===== config.mk =====
export PLATFORM = sky130hd
export DESIGN_NAME = lsu_mem_master
export DESIGN_NICKNAME = d
export VERILOG_FILES = /design/src/rtl/lsu_mem_master.sv
export SDC_FILE = /design/constraint.sdc
export NUM_CORES = 1
export LEC_CHECK = 0
export ABC_AREA = 1
export ABC_CLOCK_PERIOD_IN_PS = 4100
export CAP_MARGIN = 20
export CORE_MARGIN = 2
export CORE_UTILIZATION = 30
export CTS_CLUSTER_SIZE = 30
export DETAILED_ROUTE_END_ITERATION = 12
export DONT_BUFFER_PORTS = 1
export HOLD_SLACK_MARGIN = 0.05
export PLACE_DENSITY = 0.45
export SYNTH_ARGS = -nofsm -noshare
export SYNTH_HDL_FRONTEND = slang
export SYNTH_SLANG_ARGS = --single-unit

===== constraint.sdc =====
create_clock -name i_clk -period 4.1 [get_ports i_clk]
set_clock_uncertainty 0.15 [all_clocks]
set_input_delay 0.82 -clock i_clk [delete_from_list [all_inputs] [get_ports i_clk]]
set_output_delay 0.82 -clock i_clk [all_outputs]
set_load 0.02 [all_outputs]

===== src/rtl/lsu_mem_master.sv =====
// Purpose : load/store initiator for a word-wide memory without byte enables (RMW for SB/SH).
// Latency : accept->resp_valid: load 2, SW 2, SB/SH 3, error 1 cycles.
// Backpr. : one request at a time, req_ready high only in IDLE; no response backpressure.
//
// Ports:
//   i_clk, i_rst                 clock (rising edge), async active-high reset
//   req_valid/req_ready          request handshake; req_we, req_funct3, req_addr, req_wdata
//   resp_valid/resp_rdata/resp_err  single-cycle completion pulse with extended load data
//   mem_read_en/mem_write_en/mem_addr/mem_wdata/mem_rdata  word memory port (mem_addr = word index)
module lsu_mem_master #(
  parameter int XLEN  = 32,
  parameter int DEPTH = 1024
) (
  input  logic            i_clk,
  input  logic            i_rst,
  input  logic            req_valid,
  output logic            req_ready,
  input  logic            req_we,
  input  logic [2:0]      req_funct3,
  input  logic [XLEN-1:0] req_addr,
  input  logic [XLEN-1:0] req_wdata,
  output logic            resp_valid,
  output logic [XLEN-1:0] resp_rdata,
  output logic            resp_err,
  output logic            mem_read_en,
  output logic            mem_write_en,
  output logic [XLEN-1:0] mem_addr,
  output logic [XLEN-1:0] mem_wdata,
  input  logic [XLEN-1:0] mem_rdata
);

  localparam int AW = $clog2(DEPTH);
  localparam logic [XLEN-1:0] DEPTH_W = XLEN'(DEPTH);

  typedef enum logic [1:0] {S_IDLE, S_RD, S_WR, S_RESP} state_t;

  state_t            state_q, state_d;
  logic              we_q, we_d;
  logic [2:0]        f3_q, f3_d;
  logic [1:0]        off_q, off_d;
  logic [15:0]       wdata_q, wdata_d;  // only the low half is ever merged by SB/SH
  logic              req_ready_d, resp_valid_d, resp_err_d;
  logic              mem_read_en_d, mem_write_en_d;
  logic [XLEN-1:0]   resp_rdata_d, mem_addr_d, mem_wdata_d;
  logic              accept;

  // Illegal funct3, misalignment, or word index outside the memory.
  function automatic logic req_bad(input logic we, input logic [2:0] f3,
                                   input logic [XLEN-1:0] a);
    logic bad;
    bad = 1'b0;
    if (we) bad = (f3 > 3'b010);
    else    bad = (f3 == 3'b011) || (f3[2:1] == 2'b11);
    if (f3[1:0] == 2'b01 && a[0])          bad = 1'b1;
    if (f3[1:0] == 2'b10 && a[1:0] != 2'b00) bad = 1'b1;
    if ({2'b00, a[XLEN-1:2]} >= DEPTH_W)   bad = 1'b1;
    return bad;
  endfunction

  function automatic logic [XLEN-1:0] load_extract(input logic [XLEN-1:0] w,
                                                   input logic [2:0] f3,
                                                   input logic [1:0] off);
    logic [7:0]  b;
    logic [15:0] h;
    logic [XLEN-1:0] r;
    b = w[{off, 3'b000} +: 8];
    h = w[{off[1], 4'b0000} +: 16];
    case (f3)
      3'b000:  r = {{(XLEN-8){b[7]}}, b};
      3'b100:  r = {{(XLEN-8){1'b0}}, b};
      3'b001:  r = {{(XLEN-16){h[15]}}, h};
      3'b101:  r = {{(XLEN-16){1'b0}}, h};
      default: r = w;
    endcase
    return r;
  endfunction

  // Replace the addressed byte/half of the word just read.
  function automatic logic [XLEN-1:0] store_merge(input logic [XLEN-1:0] w,
                                                  input logic [2:0] f3,
                                                  input logic [1:0] off,
                                                  input logic [15:0] d);
    logic [XLEN-1:0] r;
    r = w;
    if (f3[1:0] == 2'b00) r[{off, 3'b000} +: 8]     = d[7:0];
    else                  r[{off[1], 4'b0000} +: 16] = d;
    return r;
  endfunction

  assign accept = req_valid && req_ready;

  always_ff @(posedge i_clk or posedge i_rst) begin
    if (i_rst) begin
      state_q      <= S_IDLE;
      we_q         <= 1'b0;
      f3_q         <= 3'b000;
      off_q        <= 2'b00;
      wdata_q      <= '0;
      req_ready    <= 1'b1;
      resp_valid   <= 1'b0;
      resp_rdata   <= '0;
      resp_err     <= 1'b0;
      mem_read_en  <= 1'b0;
      mem_write_en <= 1'b0;
      mem_addr     <= '0;
      mem_wdata    <= '0;
    end else begin
      state_q      <= state_d;
      we_q         <= we_d;
      f3_q         <= f3_d;
      off_q        <= off_d;
      wdata_q      <= wdata_d;
      req_ready    <= req_ready_d;
      resp_valid   <= resp_valid_d;
      resp_rdata   <= resp_rdata_d;
      resp_err     <= resp_err_d;
      mem_read_en  <= mem_read_en_d;
      mem_write_en <= mem_write_en_d;
      mem_addr     <= mem_addr_d;
      mem_wdata    <= mem_wdata_d;
    end
  end

  // Next-state and next-output logic; outputs are registered so each state's
  // outputs are computed on the transition into it.
  always_comb begin
    state_d        = state_q;
    we_d           = we_q;
    f3_d           = f3_q;
    off_d          = off_q;
    wdata_d        = wdata_q;
    req_ready_d    = req_ready;
    resp_valid_d   = 1'b0;
    resp_rdata_d   = '0;
    resp_err_d     = 1'b0;
    mem_read_en_d  = 1'b0;
    mem_write_en_d = 1'b0;
    mem_addr_d     = mem_addr;
    mem_wdata_d    = mem_wdata;
    case (state_q)
      S_IDLE: begin
        if (accept) begin
          we_d        = req_we;
          f3_d        = req_funct3;
          off_d       = req_addr[1:0];
          wdata_d     = req_wdata[15:0];
          req_ready_d = 1'b0;
          if (req_bad(req_we, req_funct3, req_addr)) begin
            state_d      = S_RESP;
            resp_valid_d = 1'b1;
            resp_err_d   = 1'b1;
          end else begin
            mem_addr_d = XLEN'(req_addr[AW+1:2]);
            if (req_we && req_funct3 == 3'b010) begin
              state_d        = S_WR;
              mem_write_en_d = 1'b1;
              mem_wdata_d    = req_wdata;
            end else begin
              state_d       = S_RD;
              mem_read_en_d = 1'b1;
            end
          end
        end
      end
      S_RD: begin
        if (we_q) begin
          state_d        = S_WR;
          mem_write_en_d = 1'b1;
          mem_wdata_d    = store_merge(mem_rdata, f3_q, off_q, wdata_q);
        end else begin
          state_d      = S_RESP;
          resp_valid_d = 1'b1;
          resp_rdata_d = load_extract(mem_rdata, f3_q, off_q);
        end
      end
      S_WR: begin
        state_d      = S_RESP;
        resp_valid_d = 1'b1;
      end
      default: begin
        state_d     = S_IDLE;
        req_ready_d = 1'b1;
      end
    endcase
  end

endmodule

Word-level counts from Yosys, hierarchy flattened
Cells that the tools add are included.
Word-level totals
  register bits after elaboration: 103
  latch bits: 0
  bits in writable memories: 0
  ROM bits: 0
  bits of input ports: 103
  output and inout port bits: 101
  word-level logic and storage cells: 92
  memories: 0
Operators by class
  $add $sub $neg: 2
  multiply operators: 0
  div/mod/pow operators: 0
  $lt $le $gt $ge: 2
  equal/unequal tests: 14
  shifts and indexed selects: 6
  muxes and demuxes: 38
  bitwise logic cells: 2
  reduce and logical (&&, ||, !) cells: 15
Operators with widths (count)
  32-bit two-way mux: 7
  32-bit case mux with 4 select lines: 1
  32-bit bitwise mux: 2
  32-bit case mux with 2 select lines: 1
  16-bit by 7-bit variable shift with 32-bit output, first input constant: 1
  8-bit by 7-bit variable shift with 32-bit output, first input constant: 1
  16-bit by 7-bit indexed part select with 32-bit output: 1
  32-bit by 6-bit indexed part select with 16-bit output: 1
  32-bit by 6-bit indexed part select with 8-bit output: 1
  8-bit by 7-bit indexed part select with 32-bit output: 1
  30-bit by 11-bit greater-or-equal comparator with 1-bit output, second input constant: 1
  1-bit two-way mux: 20
  5-bit negator with 7-bit output: 2
  2-bit inequality test, second input constant: 4
  2-bit equality test, second input constant: 3
  3-bit by 2-bit equality test with 1-bit output, second input constant: 2
  3-bit equality test, second input constant: 2
  2-bit two-way mux: 3
  2-bit case mux with 3 select lines: 1
  5-bit AND reduction: 1
  2-bit by 1-bit equality test with 1-bit output, second input constant: 2
  1-bit logical AND: 4
  2-bit zero test: 2
  1-bit case mux with 2 select lines: 2
  10 further kinds: 13

Depth between registers and ports, before layout
Gate-level depths: netlist of run 1.
  depth after elaboration: 11
  mapped depth: 14
  depth with buffers taken out: 10

Least setup slack after synthesis of run 1
Ideal clock, no wire load.
  kind: flip-flop to flip-flop
  start point: register off_q[1]
  end point: register mem_wdata[1]
  setup time: 117 ps
  arrival time: 1929 ps
  required time: 3833 ps
  path slack: 1904 ps
  cell stages (with the launch flop): 14
  buffers on the path: 4
  period minus slack after synthesis: 2196 ps
  path through: dfrtp_1 -> buf_2 -> inv_1 -> buf_4 -> buf_4 -> ha_1 -> clkbuf_1 -> inv_1 -> a21oi_1 -> o21ai_0 -> nand3_1 -> nand2_1 -> nand3_1 -> nand2_1
Between the ends
  word-level cells in the longest chain between the ends: 6
  elaborated cells on any way between the ends: 11
  those cells by class: add/sub (2); shift (4); mux (5)
Ends and longest elaborated chain
  start: declaration: line 40  | logic [1:0] off_q, off_d;
  start signal: assignment: line 97  | off_q <= 2'b00;
  start signal: assignment: line 111  | off_q <= off_d;
  5-bit negator with 7-bit output, on equally long branches: line 86, 85
  16-bit by 7-bit indexed part select with 32-bit output (tied with other cells): line 86  | else r[{off[1], 4'b0000} +: 16] = d;
  32-bit bitwise mux, on equally long branches: line 86, 85
  32-bit two-way mux (*): line 85  | if (f3[1:0] == 2'b00) r[{off, 3'b000} +: 8] = d[7:0];
  32-bit two-way mux (*): line 166  | if (we_q) begin
  32-bit case mux with 2 select lines (*): line 140  | case (state_q)
  end signal: assignment: line 120  | mem_wdata <= mem_wdata_d;
  end: declaration: line 28  | output logic [XLEN-1:0] mem_wdata,
Every way passes the cells marked *; elsewhere a longest branch is shown, timed or not. The select of a mux whose other input is x is not followed.
A chain may end at the register's enable or synchronous reset.

Worst setup path in the final report of run 1
  start point: register off_q[0]
  end point: register mem_wdata[21]
Between the ends
  word-level cells in the longest chain between the ends: 6
  elaborated cells on any way between the ends: 7
  those cells by class: add/sub (1); shift (2); mux (4)
Ends and longest elaborated chain (line)
  5-bit negator with 7-bit output (*): 85
  8-bit by 7-bit indexed part select with 32-bit output or 8-bit by 7-bit variable shift with 32-bit output (tied branches): 85
  32-bit bitwise mux (*): 85
  32-bit two-way mux (*): 85
  32-bit two-way mux (*): 166
  32-bit case mux with 2 select lines (*): 140
Marked as above.

==> impl_metrics.csv, run 1 <==
group,metric,value,unit
run_status,outcome,"complete, no violations",
floorplan,die-area,0.0221,mm2
power_and_ir_drop,leakagePower,3.30,nW
clock_network,clkLatencyLatePin,360,ps
critical_path,worstPathArrival,2990,ps
finish,diodes,0,
global_route,antenna_found_initial,0,
yosys,synth.avg_cell_area,7.08,um2
critical_path,endpoint_kind,"flip-flop",
yosys,netlist_area,0.00629,mm2
critical_path,worstReg2RegStart,"off_q[0]$_DFFE_PP0P_",
placement,routabilityCongestion,0.797,
drt,dr.pass1.iters,5,
clock_network,cts_hold_buf,0,
yosys,ys_types,34,
global_route,use_met3,6.54,%
yosys,syn_inst,888,
floorplan,core,0.0204,mm2
drt,wirelength,21100,um
power_and_ir_drop,internal_power,2.67,mW
finish,syn_to_final_growth,5.47,%
power_and_ir_drop,total_power,5.59,mW
clock_network,cts_resized,0,
global_route,grtUsageTotal,19.4,%
sta,layout_worst_path_cycle_share,69.5,%
global_route,grt_pass1_wl,32300,um
drt,wire_per_inst,18.7,um
placement,io_buffers,0,
clock_network,post-cts-setup-buffers,0,
sta,final_max_slew_viol_count,0,
critical_path,required,4250,ps
finish,final_nets,967,
floorplan,io_pins,204,
sta,max_slew_margin,46.3,%
power_and_ir_drop,combinationalPowerShare,47.3,%
flow_run,cap_violations,0,
sta,hold_violations,0,
critical_path,reg2reg_slack,1250,ps
drt,drcViolationCount,0,
clock_network,cts_max_level,3,
min_path,hp-class,"in -> async",
sta,fin_crit,2850,ps
floorplan,start_util,30.8,%
power_and_ir_drop,p_clk_share,16.5,%
power_and_ir_drop,powerDensity,843,mW/mm2
yosys,yosysSeqAreaShare,41.0,%
critical_path,worstRegToRegCells,10,
critical_path,rr_endpoint,"mem_wdata[21]$_DFFE_PP0P_",
yosys,ys_warn_count,0,
sta,max_freq,351,MHz
global_route,met2_usage,32.9,%
global_route,grt_max_degree,55,
floorplan,die_y,149,um
global_route,grt_busiest_layer,"met2",
clock_network,cts-root-buf,"clkbuf_16",
floorplan,rows,52,
placement,dp_hpwl,15400,um
finish,layout.cells.most_common,"nand2_1",
critical_path,cp_cell_sequence,"inv_1 -> ha_1 -> inv_1 -> nor2_1 -> nand4_1 -> nand2_1 -> nand3_1 -> nand2_1 -> nand3_1 -> nand2_1",
drt,num_vias,5518,
drt,viasPerCell,4.88,
finish,final_core_util,32.5,%
drt,drt_iter0_markers,351,
power_and_ir_drop,swShare,52.2,%
global_route,grt_pass1_vias,5451,
sta,tightest_slew,804,ps
sta,rsz0062_at_grt,"no",
global_route,grt_overflow,0,
clock_network,clockBufferDepth,2,
clock_network,clkTransAtPathRegs,70,ps
finish,final_cell_mix,"nand2_1, dfrtp_1, nand3_1",
global_route,gr-usage-met1,23.1,%
critical_path,start_kind,"flip-flop",
clock_network,clock-sinks,103,
critical_path,cp_slowest_cell,"dfrtp_1",
power_and_ir_drop,peakVddDrop,0.371,mV
finish,drive_above_1_share,4.53,%
power_and_ir_drop,pwr-share-seq,36.2,%
drt,ant_nets,0,
floorplan,die_w,149,um
critical_path,critPathMaxFanout,16,
yosys,synth_seq_cells,103,
clock_network,cts_tree,"yes",
critical_path,cpPeakStageDelay,620,ps
sta,tns,0,ps
sta,setup_viol,0,
clock_network,cts_buffers,9,
power_and_ir_drop,p_sw,2.91,mW
critical_path,path_common_cell,"nand2_1",
critical_path,critical_path_class,"reg -> reg",
[worst max-delay path: cells and delay by family (launching register included)]
| kind | cells | cell delay, ps |
|---|---|---|
| flip-flops | 1 | 620 |
| AND/OR/NAND/NOR | 7 | 1140 |
| buffers and inverters | 2 | 410 |
| adder cells (fa/ha/maj) | 1 | 460 |
[how the worst max path moves through the flow]
stage	start	to	slack (ps)	depth (start not counted)
global route	off_q[0]$_DFFE_PP0P_	mem_wdata[21]$_DFFE_PP0P_	910	10
CTS	off_q[0]$_DFFE_PP0P_	mem_wdata[21]$_DFFE_PP0P_	1310	10
floorplan	i_rst	f3_q[0]$_DFFE_PP0P_	430	1
detailed placement	req_addr[22]	mem_wdata[1]$_DFFE_PP0P_	1260	10
finish	off_q[0]$_DFFE_PP0P_	mem_wdata[21]$_DFFE_PP0P_	1250	10
global placement	req_addr[23]	mem_wdata[7]$_DFFE_PP0P_	1260	10
[cell type report]
type | count | area (um2)
Tap cell | 270 | 338
Sequential cell | 103 | 2580
Inverter | 74 | 293
Clock inverter | 4 | 53.8
Timing Repair Buffer | 8 | 72.6
Fill cell | 2286 | 13800
Clock buffer | 12 | 256
Multi-Input combinational cell | 659 | 3040
[routing by layer]
layer / up-vias / wire (um)
met2: 183 / 10200
met1: 2547 / 8710
met3: 17 / 1870
li1: 2771 / -
met5: - / 0
met4: 0 / 346
[registers in the layout (all words and copies together) (netlist names)]
signal        count
resp_valid        1
resp_err          1
mem_read_en       1
mem_write_en      1
we_q              1
mem_wdata        32
state_q           2
req_ready         1
resp_rdata       32
mem_addr         10
wdata_q          16
off_q             2
f3_q              3
[kinds of logic (layout without fill, tap and decap cells)]
logic type / count (synthesis) / in the layout / synth area share, %
other: 1 / 22 / 0.0596
adders and majority gates: 9 / 9 / 1.79
buffers and inverters: 147 / 98 / 12.0
and+or+nand+nor: 453 / 453 / 29.8
AOI/OAI and AO/OA: 175 / 175 / 15.4
DFF: 103 / 103 / 41.0
[cells in the mapped netlist (all sizes together)]
cell | number | area [um2]
a211oi | 9 | 80.1
a21oi | 67 | 347
a31oi | 3 | 18.8
and2 | 1 | 6.26
buf | 60 | 413
clkbuf | 13 | 50.0
clkinv | 2 | 20.0
conb | 1 | 3.75
dfrtp | 102 | 2550
dfstp | 1 | 26.3
ha | 9 | 113
inv | 72 | 270
nand2 | 284 | 1080
nand3 | 85 | 425
nand3b | 1 | 7.51
nand4 | 8 | 50.1
nor2 | 66 | 263
nor3 | 8 | 40.0
o211ai | 14 | 105
o21ai | 80 | 400
o221ai | 2 | 17.5
[power groups by stage]
| stage | logic (mW) | clock network [mW] | registers (mW) |
|---|---|---|---|
| 5_1_grt | 3.06 | 0.984 | 2.07 |
| 3_3_place_gp | 2.64 | 0 | 2.06 |
| 4_1_cts | 2.66 | 0.949 | 2.04 |
| 6_report | 2.64 | 0.920 | 2.02 |
| 2_1_floorplan | 2.22 | 0 | 1.93 |
| 3_5_place_dp | 2.65 | 0 | 2.05 |
[through the flow]
| step | hold slack, ps | worst slack, ps | instances | instance area (um2) |
|---|---|---|---|---|
| final | 269 | 1250 | 1130 | 6630 |
| after global routing | 327 | 909 | 1130 | 6630 |
| after CTS | 293 | 1310 | 1130 | 6630 |
| after detailed placement | 378 | 1260 | 1114 | 6320 |
| after global placement | 374 | 1260 | 1114 | 6320 |
| after floorplan | 314 | 428 | 909 | 6370 |
Note: power is estimated with default switching activity, not from simulation.
==> run 2, diff against run 1 <==
- ABC_CLOCK_PERIOD_IN_PS: 4100 -> 2300
- PLACE_DENSITY: 0.45 -> 0.46
- clock period: 4.1 -> 2.3 ns (I/O delays scaled with it)
==> impl_metrics.csv, run 2 (same netlist as run 1, synthesis figures left out) <==
group,metric,value,unit
drt,dr.pass1.iters,4,
finish,fillCellCount,2270,
clock_network,cts_tree,"yes",
floorplan,rows,52,
critical_path,critPathLaunch,"off_q[1]$_DFFE_PP0P_",
sta,final_max_slew_viol_count,0,
run_status,outcome,"complete, no violations",
finish,final_cell_mix,"nand2_1, dfrtp_1, nand3_1",
global_route,grt_overflow,0,
drt,ant_nets,0,
clock_network,clkLatencyLatePin,360,ps
floorplan,core,0.0204,mm2
global_route,grt_max_degree,104,
finish,final_core_util,33.5,%
sta,max_slew_margin,50.8,%
finish,final_nets,989,
critical_path,critical_path_class,"reg -> reg",
critical_path,worstReg2RegStart,"off_q[1]$_DFFE_PP0P_",
critical_path,worstRegToRegCells,10,
min_path,hp-class,"in -> reg",
clock_network,cts_buffers,9,
critical_path,required,2450,ps
sta,fin_crit,2090,ps
placement,dp.cells,1132,
placement,dp_hpwl,15900,um
sta,holdWs,67.4,ps
global_route,grt_pass1_wl,32700,um
critical_path,critPathMaxFanout,14,
floorplan,die_y,149,um
drt,drt_iter0_markers,368,
power_and_ir_drop,leakagePower,3.42,nW
global_route,grt_pass1_vias,5500,
placement,routabilityCongestion,0.822,
global_route,antenna_found_initial,0,
clock_network,clkTransAtPathRegs,80,ps
critical_path,endpoint_kind,"flip-flop",
drt,viasPerCell,4.87,
critical_path,rr_endpoint,"mem_wdata[5]$_DFFE_PP0P_",
sta,max_freq,479,MHz
floorplan,io_pins,204,
clock_network,cts_max_level,3,
sta,layout_worst_path_cycle_share,90.7,%
drt,drcViolationCount,0,
flow_run,cap_violations,0,
sta,hold_violations,0,
critical_path,reg2reg_slack,210,ps
finish,finalNonFillerCells,1152,
clock_network,clockBufferDepth,2,
global_route,grtUsageTotal,19.4,%
sta,setup_viol,0,
power_and_ir_drop,powerDensity,1510,mW/mm2
clock_network,cts-root-buf,"clkbuf_16",
floorplan,die-area,0.0221,mm2
drt,wirelength,21400,um
power_and_ir_drop,total_power,10.3,mW
clock_network,clock-sinks,103,
sta,tns,0,ps
critical_path,worstPathArrival,2240,ps
drt,wire_per_inst,18.6,um
placement,io_buffers,0,
finish,diodes,0,
critical_path,start_kind,"flip-flop",
power_and_ir_drop,peakVddDrop,0.474,mV
drt,num_vias,5611,
critical_path,worstSetupEndpoint,"mem_wdata[5]$_DFFE_PP0P_",
finish,layout.cells.most_common,"nand2_1",
sta,rsz0062_at_grt,"no",
finish,largestRegisters,"mem_wdata x32, resp_rdata x32, wdata_q x16",
floorplan,start_util,30.8,%
finish,drive_above_1_share,7.14,%
sta,tightest_slew,730,ps
floorplan,die_w,149,um
finish,syn_to_final_growth,8.94,%
## run 2: cell types whose count changed in the layout (fill, tap and decap cells not counted), sizes merged
cell	delta
buf	+21
clkinv	+1
clkbuf	-2
inv	+2
dlygate4sd3	+1
bufinv	-1
## run 2: repair_timing
action                     in CTS  in global routing
hold buffers                    1                  0
resized for setup               0                  2
setup endpoints to repair       0                  5
buffers inserted                0                  3
hold endpoints to repair      102                  0
## run 2: area by class of cell
| class | instances | area, um2 | share of cell area [%] |
|---|---|---|---|
| clock buffer | 10 | 239 | 3.49 |
| clock inverter | 6 | 51.3 | 0.749 |
| inverter | 74 | 298 | 4.35 |
| multi-input combinational | 659 | 3040 | 44.4 |
| sequential | 103 | 2580 | 37.7 |
| tap | 270 | 338 | 4.93 |
| timing repair buffer | 30 | 303 | 4.42 |
## run 2: stage by stage
stage,area (um2),setup WS [ps]
after floorplan,6370,104
after global placement,6520,232
after detailed placement,6520,197
after CTS,6820,178
after global routing,6850,2.32
final,6850,214
## run 2: metal layers
metal  GRT usage, %  routed length (um)
met1           23.2                8820
met2           32.9               10300
met4           6.00                 449
met3           6.79                1810
met5              0                   0
## run 2: power breakdown
part / switching, mW / leakage [nW] / internal [mW]
registers: 1.05 / 1.34 / 2.51
clock network: 0.779 / 0.146 / 0.786
logic: 3.50 / 1.94 / 1.69
## run 2: critical path, cell delays in order, from the launching register on
cell and delay (ps):
dfrtp_1 420, inv_1 140, ha_1 400, clkinvlp_4 130
buf_4 200, buf_4 150, o21ai_1 120, nand3_1 70
nand2_1 90, nand3_1 80, nand2_1 70
## run 2: worst min-delay path by stage
stage | startpoint | end | cells after the start
after global routing | req_wdata[0] | wdata_q[0]$_DFFE_PP0P_ | 2
after floorplan | wdata_q[15]$_DFFE_PP0P_ | wdata_q[15]$_DFFE_PP0P_ | 2
after CTS | req_we | we_q$_DFFE_PP0P_ | 2
after detailed placement | wdata_q[15]$_DFFE_PP0P_ | wdata_q[15]$_DFFE_PP0P_ | 2
final | req_we | we_q$_DFFE_PP0P_ | 2
after global placement | wdata_q[15]$_DFFE_PP0P_ | wdata_q[15]$_DFFE_PP0P_ | 2
==> run 3, diff against run 2 <==
- ABC_CLOCK_PERIOD_IN_PS: 2300 -> 2400
- CTS_CLUSTER_SIZE: 30 -> 20
- GPL_ROUTABILITY_DRIVEN: default -> 0
- PLACE_DENSITY: 0.46 -> 0.45
- clock period: 2.3 -> 2.4 ns (I/O delays scaled with it)
==> impl_metrics.csv, run 3 (same netlist as run 1, synthesis figures left out) <==
group,metric,value,unit
global_route,grt_max_degree,101,
power_and_ir_drop,leakagePower,3.42,nW
clock_network,cts_max_level,3,
finish,final_area,0.00684,mm2
clock_network,clkLatencyLatePin,360,ps
clock_network,cts_resized,0,
sta,layout_worst_path_cycle_share,84.4,%
critical_path,critical_path_class,"reg -> reg",
power_and_ir_drop,internal_power,4.90,mW
drt,dr.pass1.iters,4,
floorplan,rows,52,
finish,final_core_util,33.5,%
finish,finalNonFillerCells,1147,
power_and_ir_drop,total_power,9.93,mW
drt,drcViolationCount,0,
clock_network,cts_tree,"yes",
critical_path,endpoint_kind,"flip-flop",
finish,final_nets,984,
drt,wire_per_inst,18.4,um
critical_path,required,2500,ps
floorplan,die_w,149,um
placement,dp.cells,1130,
power_and_ir_drop,pwr-share-seq,34.6,%
finish,final_cell_mix,"nand2_1, dfrtp_1, nand3_1",
finish,layout.cells.most_common,"nand2_1",
clock_network,clockBufferDepth,2,
placement,io_buffers,0,
floorplan,die_y,149,um
placement,placed_cell_area,0.00650,mm2
sta,tightest_slew,628,ps
sta,rsz0062_at_grt,"no",
global_route,grt_pass1_wl,32500,um
floorplan,core,0.0204,mm2
clock_network,clock-sinks,103,
placement,dp_hpwl,15700,um
finish,diodes,0,
run_status,outcome,"complete, no violations",
floorplan,start_util,30.8,%
finish,fillCellCount,2265,
drt,num_vias,5633,
global_route,antenna_found_initial,0,
sta,fin_crit,2020,ps
sta,setup_ws,375,ps
sta,hold_violations,0,
power_and_ir_drop,p_sw,5.04,mW
finish,largestRegisters,"mem_wdata x32, resp_rdata x32, wdata_q x16",
global_route,grtUsageTotal,19.3,%
sta,max_freq,494,MHz
finish,syn_to_final_growth,8.80,%
floorplan,io_pins,204,
critical_path,start_kind,"flip-flop",
sta,final_max_slew_viol_count,0,
critical_path,worstPathArrival,2120,ps
power_and_ir_drop,peakVddDrop,0.550,mV
sta,tns,0,ps
clock_network,clkTransAtPathRegs,70,ps
power_and_ir_drop,combinationalPowerShare,48.7,%
clock_network,post-cts-setup-buffers,0,
sta,setup_viol,0,
drt,ant_nets,0,
global_route,grt_overflow,0,
power_and_ir_drop,swShare,50.7,%
min_path,hp-class,"in -> reg",
sta,holdWs,84.1,ps
flow_run,cap_violations,0,
floorplan,die-area,0.0221,mm2
power_and_ir_drop,powerDensity,1450,mW/mm2
sta,max_slew_margin,57.7,%
power_and_ir_drop,p_clk_share,16.7,%
clock_network,cts-root-buf,"clkbuf_16",
clock_network,cts_hold_buf,1,
global_route,grt_pass1_vias,5565,
finish,drive_above_1_share,6.39,%
critical_path,critPathMaxFanout,32,
drt,drt_iter0_markers,379,
drt,viasPerCell,4.91,
drt,wirelength,21100,um
placement,place_ws,336,ps
clock_network,cts_buffers,9,
## run 3: cell count changes in the layout (fill, tap and decap cells not counted), sizes merged
cell	change
clkbuf	-1
bufinv	+2
clkinv	-1
clkinvlp	-1
inv	+1
buf	-5
## run 3: power groups by stage
stage / sequential (mW) / clock, mW / combinational (mW)
finish: 3.43 / 1.66 / 4.84
global route: 3.51 / 1.79 / 5.55
CTS: 3.45 / 1.72 / 4.89
detailed placement: 3.48 / 0 / 4.88
global placement: 3.49 / 0 / 4.86
floorplan: 3.29 / 0 / 3.79
## run 3: final timing paths
check / start / end / slack, ps / cells past startpoint
min in group asynchronous: i_rst / mem_wdata[21]$_DFFE_PP0P_ / 340 / 2
worst min-delay path: req_we / we_q$_DFFE_PP0P_ / 80 / 2
worst max-delay path: state_q[0]$_DFFE_PP0N_ / mem_wdata[1]$_DFFE_PP0P_ / 380 / 8
worst min register to register: wdata_q[15]$_DFFE_PP0P_ / wdata_q[15]$_DFFE_PP0P_ / 380 / 2
worst max register to register: state_q[0]$_DFFE_PP0N_ / mem_wdata[1]$_DFFE_PP0P_ / 380 / 8
max in group asynchronous: i_rst / state_q[0]$_DFFE_PP0N_ / 970 / 3
## run 3: layout make-up
class / instances / area (um2) / area share (%)
multi-input combinational: 659 / 3040 / 44.4
sequential: 103 / 2580 / 37.7
tap: 270 / 338 / 4.94
inverter: 74 / 294 / 4.30
timing repair buffer: 25 / 265 / 3.88
clock buffer: 9 / 225 / 3.29
clock inverter: 7 / 100 / 1.46
## run 3: metal layers
metal	routed length, um	track usage (%)	up-vias
li1	-	-	2798
met1	8820	23.4	2622
met2	10000	32.6	189
met3	1830	6.36	24
met4	471	6.19	0
met5	0	0	-
## run 3: worst max-delay path: stages, from the launching register on
cell and delay, ps:
dfrtp_1 390, inv_1 80, ha_1 230, inv_1 190, a21oi_2 110, a211oi_4 290, nand2_4 280, nand2_1 130
nand2_1 50
